===== config.mk =====
export PLATFORM = sky130hd
export DESIGN_NAME = riscv_imem_line_responder_flat
export DESIGN_NICKNAME = d
export VERILOG_FILES = /design/src/rtl/riscv_imem_line_responder_if.sv /design/src/rtl/riscv_imem_line_responder.sv /design/src/flat_wrapper.sv
export SDC_FILE = /design/constraint.sdc
export NUM_CORES = 1
export LEC_CHECK = 0
export ABC_CLOCK_PERIOD_IN_PS = 18800
export BUFFER_PORTS_ARGS = -buffer_cell sky130_fd_sc_hd__buf_2
export CAP_MARGIN = 20
export CORE_UTILIZATION = 61
export DETAILED_ROUTE_END_ITERATION = 16
export PLACE_DENSITY = 0.93
export SKIP_LAST_GASP = 1
export SYNTH_ARGS = -nofsm -noshare
export SYNTH_HDL_FRONTEND = slang
export SYNTH_SLANG_ARGS = --single-unit
export TNS_END_PERCENT = 5

===== constraint.sdc =====
create_clock -name clk -period 18.8 [get_ports clk]
set_clock_uncertainty 0.1 [all_clocks]
set_input_delay 1.88 -clock clk [delete_from_list [all_inputs] [get_ports clk]]
set_output_delay 1.88 -clock clk [all_outputs]
set_load 0.03 [all_outputs]

===== src/rtl/riscv_imem_line_responder_if.sv =====
// Line-fetch bus shared by the L0 fetch buffer (upstream), the line responder
// and the word-wide instruction memory (downstream).
// Handshake rules, identical on both sides: a request (instr_req_i / mem_req_o)
// is accepted on the rising clock edge of a cycle in which its grant
// (instr_gnt_o / mem_gnt_i) is also high. An ungranted request keeps its
// address stable. Read data returns in request order as a one-cycle rvalid
// strobe, at the earliest in the cycle after its own grant.
interface riscv_imem_line_responder_if #(
  parameter int RDATA_OUT_WIDTH = 128
);
  logic                       instr_req_i;
  logic [31:0]                instr_addr_i;
  logic                       instr_gnt_o;
  logic                       instr_rvalid_o;
  logic [RDATA_OUT_WIDTH-1:0] instr_rdata_o;
  logic                       mem_req_o;
  logic [31:0]                mem_addr_o;
  logic                       mem_gnt_i;
  logic                       mem_rvalid_i;
  logic [31:0]                mem_rdata_i;

  // Responder side.
  modport slave (
    input  instr_req_i, instr_addr_i, mem_gnt_i, mem_rvalid_i, mem_rdata_i,
    output instr_gnt_o, instr_rvalid_o, instr_rdata_o, mem_req_o, mem_addr_o
  );

  // Environment side: fetch buffer plus instruction memory.
  modport master (
    output instr_req_i, instr_addr_i, mem_gnt_i, mem_rvalid_i, mem_rdata_i,
    input  instr_gnt_o, instr_rvalid_o, instr_rdata_o, mem_req_o, mem_addr_o
  );
endinterface


===== src/rtl/riscv_imem_line_responder.sv =====
// Memory-side responder for the L0 fetch buffer. Queues line requests in
// order, fetches each line as WORDS sequential 32b reads downstream and
// returns the assembled line with a single instr_rvalid_o pulse.
// state_o exposes the FSM state (0 IDLE, 1 ISSUE, 2 DRAIN, 3 RESP).
module riscv_imem_line_responder #(
  parameter int RDATA_OUT_WIDTH = 128,
  parameter int REQ_Q_DEPTH     = 2
) (
  input  logic                              clk,
  input  logic                              rst,
  riscv_imem_line_responder_if.slave        bus,
  output logic                              busy_o,
  output logic                              stray_rvalid_o,
  output logic [1:0]                        state_o
);
  localparam int WORDS = RDATA_OUT_WIDTH / 32;
  localparam int WB    = $clog2(WORDS);
  localparam int CW    = WB + 1;
  localparam int LW    = 32 - WB - 2;
  localparam int PW    = (REQ_Q_DEPTH > 1) ? $clog2(REQ_Q_DEPTH) : 1;
  localparam int NW    = $clog2(REQ_Q_DEPTH + 1);

  typedef enum logic [1:0] {
    S_IDLE  = 2'd0,
    S_ISSUE = 2'd1,
    S_DRAIN = 2'd2,
    S_RESP  = 2'd3
  } state_t;

  // Request queue: only the line address bits are stored.
  logic [LW-1:0]             q_addr_q [0:REQ_Q_DEPTH-1];
  logic [PW-1:0]             wr_ptr_q, wr_ptr_d, rd_ptr_q, rd_ptr_d;
  logic [NW-1:0]             cnt_q, cnt_d, stored_after;
  logic                      q_full, push, pop;
  logic [LW-1:0]             in_line, head_sel;

  // Line fetch state.
  state_t                    state_q, state_d;
  logic [CW-1:0]             iss_cnt_q, iss_cnt_d, rcv_cnt_q, rcv_cnt_d;
  logic [LW-1:0]             head_q, head_d;
  logic [WORDS-1:0][31:0]    line_q, line_d;
  logic                      rcv_ok, start;

  // Registered outputs.
  logic                       mem_req_q, mem_req_d;
  logic [31:0]                mem_addr_q, mem_addr_d;
  logic                       rvalid_q, rvalid_d;
  logic [RDATA_OUT_WIDTH-1:0] rdata_q, rdata_d;
  logic                       stray_q, stray_d;

  // Offset bits of the request address carry no information for a line fetch.
  logic unused_addr_bits;
  assign unused_addr_bits = ^bus.instr_addr_i[WB+1:0];

  function automatic logic [PW-1:0] ptr_inc(input logic [PW-1:0] p);
    if (REQ_Q_DEPTH == 1) return '0;
    return p + PW'(1);
  endfunction

  // Grant is withheld while reset is held so every output reads 0 in reset.
  assign q_full  = (cnt_q == NW'(REQ_Q_DEPTH));
  assign push    = bus.instr_req_i && !q_full && !rst;
  assign pop     = (state_q == S_RESP);
  assign in_line = bus.instr_addr_i[31:WB+2];

  assign bus.instr_gnt_o    = !q_full && !rst;
  assign bus.instr_rvalid_o = rvalid_q;
  assign bus.instr_rdata_o  = rdata_q;
  assign bus.mem_req_o      = mem_req_q;
  assign bus.mem_addr_o     = mem_addr_q;
  assign stray_rvalid_o     = stray_q;
  assign busy_o             = (cnt_q != '0) || (state_q != S_IDLE);
  assign state_o            = state_q;

  // Queue bookkeeping and next-state / next-output computation.
  always_comb begin
    wr_ptr_d     = push ? ptr_inc(wr_ptr_q) : wr_ptr_q;
    rd_ptr_d     = pop  ? ptr_inc(rd_ptr_q) : rd_ptr_q;
    cnt_d        = cnt_q + NW'(push) - NW'(pop);
    stored_after = cnt_q - NW'(pop);
    // Head of the queue as seen after this cycle: a stored entry if one is
    // left, otherwise the request being accepted right now.
    head_sel     = (stored_after != '0) ? q_addr_q[rd_ptr_d] : in_line;

    // A beat is only accepted when one has been granted and not yet returned.
    rcv_ok = bus.mem_rvalid_i && ((state_q == S_ISSUE) || (state_q == S_DRAIN)) &&
             (rcv_cnt_q != iss_cnt_q);

    state_d   = state_q;
    iss_cnt_d = iss_cnt_q;
    rcv_cnt_d = rcv_cnt_q + CW'(rcv_ok);
    head_d    = head_q;
    start     = 1'b0;
    line_d    = line_q;
    if (rcv_ok) line_d[rcv_cnt_q[WB-1:0]] = bus.mem_rdata_i;

    case (state_q)
      S_IDLE:  if (cnt_d != '0) start = 1'b1;
      S_ISSUE: begin
        if (bus.mem_gnt_i) begin
          iss_cnt_d = iss_cnt_q + CW'(1);
          if (iss_cnt_q == CW'(WORDS - 1)) state_d = S_DRAIN;
        end
      end
      // Lookahead on the incoming beat lets RESP follow the last rvalid directly.
      S_DRAIN: if (rcv_cnt_d == CW'(WORDS)) state_d = S_RESP;
      S_RESP:  if (cnt_d != '0) start = 1'b1; else state_d = S_IDLE;
      default: state_d = S_IDLE;
    endcase

    if (start) begin
      state_d   = S_ISSUE;
      iss_cnt_d = '0;
      rcv_cnt_d = '0;
      head_d    = head_sel;
    end

    mem_req_d  = (state_d == S_ISSUE);
    mem_addr_d = mem_addr_q;
    if (state_d == S_ISSUE) mem_addr_d = {head_d, iss_cnt_d[WB-1:0], 2'b00};
    rvalid_d   = (state_d == S_RESP);
    rdata_d    = (state_d == S_RESP) ? RDATA_OUT_WIDTH'(line_d) : rdata_q;
    stray_d    = bus.mem_rvalid_i && !rcv_ok;
  end

  // Request queue storage and pointers.
  always_ff @(posedge clk or posedge rst) begin
    if (rst) begin
      for (int i = 0; i < REQ_Q_DEPTH; i++) q_addr_q[i] <= '0;
      wr_ptr_q <= '0;
      rd_ptr_q <= '0;
      cnt_q    <= '0;
    end else begin
      if (push) q_addr_q[wr_ptr_q] <= in_line;
      wr_ptr_q <= wr_ptr_d;
      rd_ptr_q <= rd_ptr_d;
      cnt_q    <= cnt_d;
    end
  end

  // Line-fetch FSM with its counters, line buffer and registered outputs.
  always_ff @(posedge clk or posedge rst) begin
    if (rst) begin
      state_q    <= S_IDLE;
      iss_cnt_q  <= '0;
      rcv_cnt_q  <= '0;
      head_q     <= '0;
      line_q     <= '0;
      mem_req_q  <= 1'b0;
      mem_addr_q <= '0;
      rvalid_q   <= 1'b0;
      rdata_q    <= '0;
      stray_q    <= 1'b0;
    end else begin
      state_q    <= state_d;
      iss_cnt_q  <= iss_cnt_d;
      rcv_cnt_q  <= rcv_cnt_d;
      head_q     <= head_d;
      line_q     <= line_d;
      mem_req_q  <= mem_req_d;
      mem_addr_q <= mem_addr_d;
      rvalid_q   <= rvalid_d;
      rdata_q    <= rdata_d;
      stray_q    <= stray_d;
    end
  end
endmodule


===== src/flat_wrapper.sv =====
// flat-port wrapper written by rule: the top's interface ports become plain ports
module riscv_imem_line_responder_flat 
#(
  parameter int RDATA_OUT_WIDTH = 128,
  parameter int REQ_Q_DEPTH     = 2
)
  (clk, rst, busy_o, stray_rvalid_o, state_o, bus_instr_req_i, bus_instr_addr_i, bus_mem_gnt_i, bus_mem_rvalid_i, bus_mem_rdata_i, bus_instr_gnt_o, bus_instr_rvalid_o, bus_instr_rdata_o, bus_mem_req_o, bus_mem_addr_o);
  riscv_imem_line_responder_if #(.RDATA_OUT_WIDTH(RDATA_OUT_WIDTH)) bus_i ();
  input  logic clk;
  input  logic rst;
  output logic busy_o;
  output logic stray_rvalid_o;
  output logic [1:0] state_o;
  input wire logic [$bits(bus_i.instr_req_i)-1:0] bus_instr_req_i;
  input wire logic [$bits(bus_i.instr_addr_i)-1:0] bus_instr_addr_i;
  input wire logic [$bits(bus_i.mem_gnt_i)-1:0] bus_mem_gnt_i;
  input wire logic [$bits(bus_i.mem_rvalid_i)-1:0] bus_mem_rvalid_i;
  input wire logic [$bits(bus_i.mem_rdata_i)-1:0] bus_mem_rdata_i;
  output wire logic [$bits(bus_i.instr_gnt_o)-1:0] bus_instr_gnt_o;
  output wire logic [$bits(bus_i.instr_rvalid_o)-1:0] bus_instr_rvalid_o;
  output wire logic [$bits(bus_i.instr_rdata_o)-1:0] bus_instr_rdata_o;
  output wire logic [$bits(bus_i.mem_req_o)-1:0] bus_mem_req_o;
  output wire logic [$bits(bus_i.mem_addr_o)-1:0] bus_mem_addr_o;
  assign bus_i.instr_req_i = bus_instr_req_i;
  assign bus_i.instr_addr_i = bus_instr_addr_i;
  assign bus_i.mem_gnt_i = bus_mem_gnt_i;
  assign bus_i.mem_rvalid_i = bus_mem_rvalid_i;
  assign bus_i.mem_rdata_i = bus_mem_rdata_i;
  assign bus_instr_gnt_o = bus_i.instr_gnt_o;
  assign bus_instr_rvalid_o = bus_i.instr_rvalid_o;
  assign bus_instr_rdata_o = bus_i.instr_rdata_o;
  assign bus_mem_req_o = bus_i.mem_req_o;
  assign bus_mem_addr_o = bus_i.mem_addr_o;
  riscv_imem_line_responder #(.RDATA_OUT_WIDTH(RDATA_OUT_WIDTH), .REQ_Q_DEPTH(REQ_Q_DEPTH)) u_core (.clk(clk), .rst(rst), .bus(bus_i), .busy_o(busy_o), .stray_rvalid_o(stray_rvalid_o), .state_o(state_o));
endmodule

# Word-level counts from Yosys, hierarchy flattened

Cells that the tools add are included.

Flip-flop bits (word level): 385
Bits of input ports: 69

Add/subtract/negate cells: 7
Muxes and demuxes: 25
Reduce and logical (&&, ||, !) cells: 22
Eq/ne operators: 9
Bitwise operators: 2
Order comparisons: 5

Operators by type and width:

| kind                                                       | count |
|---|---|
| 2-to-1 mux 28 bit                                          | 6 |
| bitwise mux 128 bit                                        | 1 |
| 2-to-1 mux 128 bit                                         | 1 |
| demux 32 bit (select 2 bit)                                | 1 |
| bitwise mux 56 bit                                         | 1 |
| 2-to-1 mux 32 bit                                          | 1 |
| demux 28 bit (select 1 bit)                                | 1 |
| 2-to-1 mux 3 bit                                           | 4 |
| nonzero test 2 bit                                         | 6 |
| 2-to-1 mux 2 bit                                           | 5 |
| == test 2 bit, second input constant                       | 4 |
| logical AND 1 bit                                          | 8 |
| case mux 2 bit (3 select lines)                            | 1 |
| == test 2 x 1 -> 1 bit, second input constant              | 2 |
| >= comparator 2 bit, second input constant                 | 2 |
| NOT 1 -> 2 bit                                             | 2 |
| subtractor 2 x 1 -> 2 bit                                  | 2 |
| adder 3 x 1 -> 3 bit                                       | 1 |
| adder 3 x 1 -> 3 bit, second input constant                | 1 |
| == test 3 x 2 -> 1 bit, second input constant              | 1 |
| == test 3 bit, second input constant                       | 1 |
| logical NOT 1 bit                                          | 3 |
| less-than comparator 2 x 3 -> 1 bit, second input constant | 1 |
| 2-to-1 mux 1 bit                                           | 3 |
| other kinds (9)                                            | 11 |

# Logic depth before layout (Yosys ltp)

Word-level depth: 11
Mapped depth: 13

# Least setup slack after synthesis

OpenSTA, ideal clock, no wires.

Path type: in2reg
Start point: input rst
End point: register u_core.rdata_q[100] (netlist: u_core.bus.instr_rdata_o[100])
Data required time: 18575 ps
Library setup time: 125 ps
Stages: 11
Data arrival time: 4241 ps
Path slack: 14334 ps
Path through: a21oi_1 -> nand2_1 -> inv_1 -> ha_1 -> xor3_1 -> o21ai_1 -> a21o_1 -> nand3b_4 -> buf_4 -> buf_6 -> mux2_2

Word-level cells in the longest chain between the ends: 9
Elaborated cells between the ends (all ways): 11
Those cells by class: add/sub: 2; eq/ne: 1; mux: 5; reduce/logical: 3

RTL lines:

| what                                                                       | line                                                              | RTL |
|---|---|---|
| from (decl)                                                                | flat_wrapper.sv:10                                                | `input logic rst;` |
| logical NOT 1 bit (*)                                                      | riscv_imem_line_responder.sv:62                                   | `assign push = bus.instr_req_i && !q_full && !rst;` |
| logical AND 1 bit (*)                                                      | riscv_imem_line_responder.sv:62                                   |  |
| named net u_core.push                                                      | riscv_imem_line_responder.sv:34                                   | `logic q_full, push, pop;` |
| adder 2 x 1 -> 2 bit (*)                                                   | riscv_imem_line_responder.sv:79                                   | `cnt_d = cnt_q + NW'(push) - NW'(pop);` |
| subtractor 2 x 1 -> 2 bit (*)                                              | riscv_imem_line_responder.sv:79                                   |  |
| named net u_core.cnt_d[1]                                                  | riscv_imem_line_responder.sv:33                                   | `logic [NW-1:0] cnt_q, cnt_d, stored_after;` |
| nonzero test 2 bit (*)                                                     | riscv_imem_line_responder.sv:98, riscv_imem_line_responder.sv:107 |  |
| 2-to-1 mux 2 bit / 2-to-1 mux 1 bit (equally long branches)                | riscv_imem_line_responder.sv:107, riscv_imem_line_responder.sv:98 |  |
| case mux 2 bit (3 select lines) / 2-to-1 mux 1 bit (equally long branches) | --                                                                |  |
| 2-to-1 mux 2 bit (*)                                                       | riscv_imem_line_responder.sv:111                                  | `if (start) begin` |
| == test 2 bit (*)                                                          | riscv_imem_line_responder.sv:122                                  | `rdata_d = (state_d == S_RESP) ? RDATA_OUT_WIDTH'(line_d) : rdata_q;` |
| to (signal assigned)                                                       | riscv_imem_line_responder.sv:163                                  | `rdata_q <= rdata_d;` |
| to (decl)                                                                  | riscv_imem_line_responder.sv:48                                   | `logic [RDATA_OUT_WIDTH-1:0] rdata_q, rdata_d;` |

Mark *: on every way through the listed nets, which the timed path passes. The rest lies on a longest branch.
A chain may end at the register's enable or synchronous reset.

# Worst setup path in the final report

Start point: input rst
End point: register u_core.rdata_q[127] (netlist: u_core.bus.instr_rdata_o[127])

Same word-level chain as after synthesis.

==> metrics.txt <==
status=complete, no violations; post-DR wirelength/cell=roughly 21 µm; CTS tree=done; final hold vios=0; Critical Path AT=about 5.6 ns; Die W=between 150 and 200 µm; DRC=0; leakage power=9.29 nW; die area=25600 µm²; EDFF count, synth=0; Die H=about 160 µm; Final period util=0.280; post-synthesis cell count=about 960; dpl hpwl=20.1 mm; Final ANT Viol Nets=0; Avg Inst Size Synth=15.8 µm²; Area contributors post-synth=dfrtp_1 (63%), mux2_2 (27%), mux2i_1 (1.8%); Reg2Reg Setup Slack=roughly 14 ns; Final Setup Violations=0; Top FF cell, synth=dfrtp_1; Synth top cells by count=dfrtp_1 (385), mux2_2 (359), o21ai_0 (56), mux2i_1 (28), buf_2 (20); most frequent cell after synthesis=dfrtp_1; Max Buffers Root-to-Sink=3; H-tree depth=2; CP endpoint kind=flip-flop; initial antenna violation count=2; global-route wire length before repair=roughly 52 mm; Worst slew margin=0.289; vias in the first global route=9565; proportion of layout cells with a drive suffix above 1=0.551; port bufs=about 230; Data required, critical path=19.10 ns; setup tns final=0 ns; asr flop ratio synth=1.00; Post-Route WL=approximately 32 mm; global route total overflow=0; fill count=1470; total CTS buffers=40; Worst Max-Slew Pin Slew=between 1 and 1.5 ns; DRT Pass-1 Iters=7; core area=between 20000 and 25000 µm²; pin count of the biggest net entering global routing=169; CTS Root Cell=clkbuf_16; Max Cap Viol=0; worst-skew pair later-pin latency=0.53 ns; CP Max Fanout=67; placed cell count=~1.5k; count of cell types in the netlist=33; CTS Sinks=around 390; via count=between 8k and 9k; PwrDens=180 nW/µm²; nets=1281; Non-Filler Instances=between 1.5k and 2k; mapped cell area=about 15000 µm²; starting density of the core=0.624; Top Ports=236; FP Rows=57; P&R area growth vs syn=19.1%; Worst VDD drop=128 µV; GR Util All Layers=0.260; # hold bufs at CTS=0; Post-CTS Setup Inserts=0; pins over their slew limit=0; post-CTS resize count=0; Yosys top cell by area=dfrtp_1; Clock Pin Slew Worst Setup and Hold Paths=around 0.06 ns; top-area cell type share of the netlist area=0.633; post-synthesis sequential area ratio=0.633; Tmin final=between 5 and 6 ns; HP Class=flip-flop to flip-flop; Via-to-Cell Ratio=around 5.6; Synth warnings=0; Startpoint Class=primary input; crit path kind=primary input to flip-flop; fmax=190 MHz; Iteration-0 DRC Markers=430; unrepaired setup endpoints after global routing=false; Synth Register Bits=roughly 390; Placer Congestion=0.799
-- metrics by stage --
step / utilization / power (mW) / hold slack, ns / area (µm²) / setup slack [ns]
after global placement: 0.682 / 2.33 / 0.360 / 16600 / 13.12
after detailed placement: 0.682 / 2.41 / 0.382 / 16600 / 13.04
after CTS: 0.741 / 3.28 / 0.389 / 18100 / 13.49
final: 0.743 / 3.26 / 0.392 / 18100 / 13.53
after global routing: 0.743 / 3.42 / 0.403 / 18100 / 13.14
after floorplan: - / 2.10 / 0.351 / 15200 / 6.12
-- cell type report --
type | instances | area, µm² | area share
Clock inverter | 14 | 282 | 0.0155
Timing Repair Buffer | 246 | 1310 | 0.0725
Antenna cell | 2 | 5.00 | 0.000276
Multi-Input combinational cell | 518 | 5290 | 0.292
Inverter | 10 | 45.0 | 0.00248
Clock buffer | 58 | 1160 | 0.0640
Sequential cell | 385 | 9630 | 0.531
Tap cell | 324 | 405 | 0.0224
-- critical path: stages --
cell      delay, ns
buf_2          0.14
a21oi_1        0.27
nand2_1        0.17
inv_1          0.09
ha_1           0.15
xor3_1         0.27
nor2_1         0.14
or2_1          0.13
buf_4          0.35
nand3b_4       0.74
buf_4          0.70
mux2_1         0.43
-- worst paths after layout --
check	to	depth (start not counted)	startpoint
worst max-delay path	u_core.bus.instr_rdata_o[127]$_DFFE_PP0N_	12	rst
worst min-delay path	u_core.bus.instr_rdata_o[99]$_DFFE_PP0N_	1	u_core.bus.instr_rdata_o[99]$_DFFE_PP0N_
worst max register to register	u_core.bus.instr_rdata_o[127]$_DFFE_PP0N_	12	u_core.state_o[1]$_DFF_PP0_
worst min register to register	u_core.bus.instr_rdata_o[99]$_DFFE_PP0N_	1	u_core.bus.instr_rdata_o[99]$_DFFE_PP0N_
max in group asynchronous	u_core.bus.instr_rdata_o[25]$_DFFE_PP0N_	5	rst
min in group asynchronous	u_core.q_addr_q[32]$_DFFE_PP0P_	2	rst
-- power by group --
part	internal (mW)	total (mW)	switching, mW
Sequential	1.15	1.28	0.131
Clock	0.539	0.851	0.312
Combinational	0.493	1.13	0.639
Total	2.18	3.26	1.08
-- layout by cell type (no fill, tap or decap), types with 3 or more instances in the layout --
| cell | count |
|---|---|
| a21oi_1 | 5 |
| ha_1 | 11 |
| dfrtp_1 | 385 |
| mux2_1 | 11 |
| nand2_1 | 9 |
| o21ai_0 | 56 |
| clkbuf_8 | 7 |
| buf_2 | 229 |
| bufinv_16 | 8 |
| clkinv_2 | 3 |
| and2_1 | 5 |
| nor2_1 | 5 |
| buf_4 | 15 |
| inv_1 | 9 |
| xor2_1 | 5 |
| clkbuf_1 | 10 |
| clkbuf_16 | 41 |
| mux2i_1 | 28 |
| mux2_2 | 359 |
-- kinds of logic (layout without fill, tap and decap cells) --
logic type               after synthesis  count (layout)  share of synthesized area
multiplexers                         398             398                      0.292
AND/OR/NAND/NOR                       29              29                     0.0113
flip-flops                           385             385                      0.633
AO/OA/AOI/OAI                         69              69                     0.0255
XOR/XNOR                               9               9                    0.00616
other                                  1               4                   0.000246
buffers and inverters                 60             328                     0.0231
adder cells (fa/ha/maj)               11              11                    0.00904
-- flip-flops by register name (all words and copies together), names as in the netlist --
name and count:
u_core.cnt_q 2, u_core.iss_cnt_q 3, u_core.q_addr_q 56, u_core.bus.mem_addr_o 30
u_core.line_q 128, u_core.bus.mem_req_o 1, u_core.stray_rvalid_o 1, u_core.wr_ptr_q 1
u_core.bus.instr_rdata_o 128, u_core.rd_ptr_q 1, u_core.bus.instr_rvalid_o 1, u_core.head_q 28
u_core.state_o 2, u_core.rcv_cnt_q 3
-- layer usage --
metal | wire, µm | GRT usage | up-vias
li1 | - | - | 3884
met1 | 13000 | 0.329 | 4552
met2 | 16600 | 0.446 | 250
met3 | 1720 | 0.0504 | 65
met4 | 1010 | 0.0974 | 0
met5 | 0 | 0 | -
No activity file was read; power rests on OpenSTA's default activity.
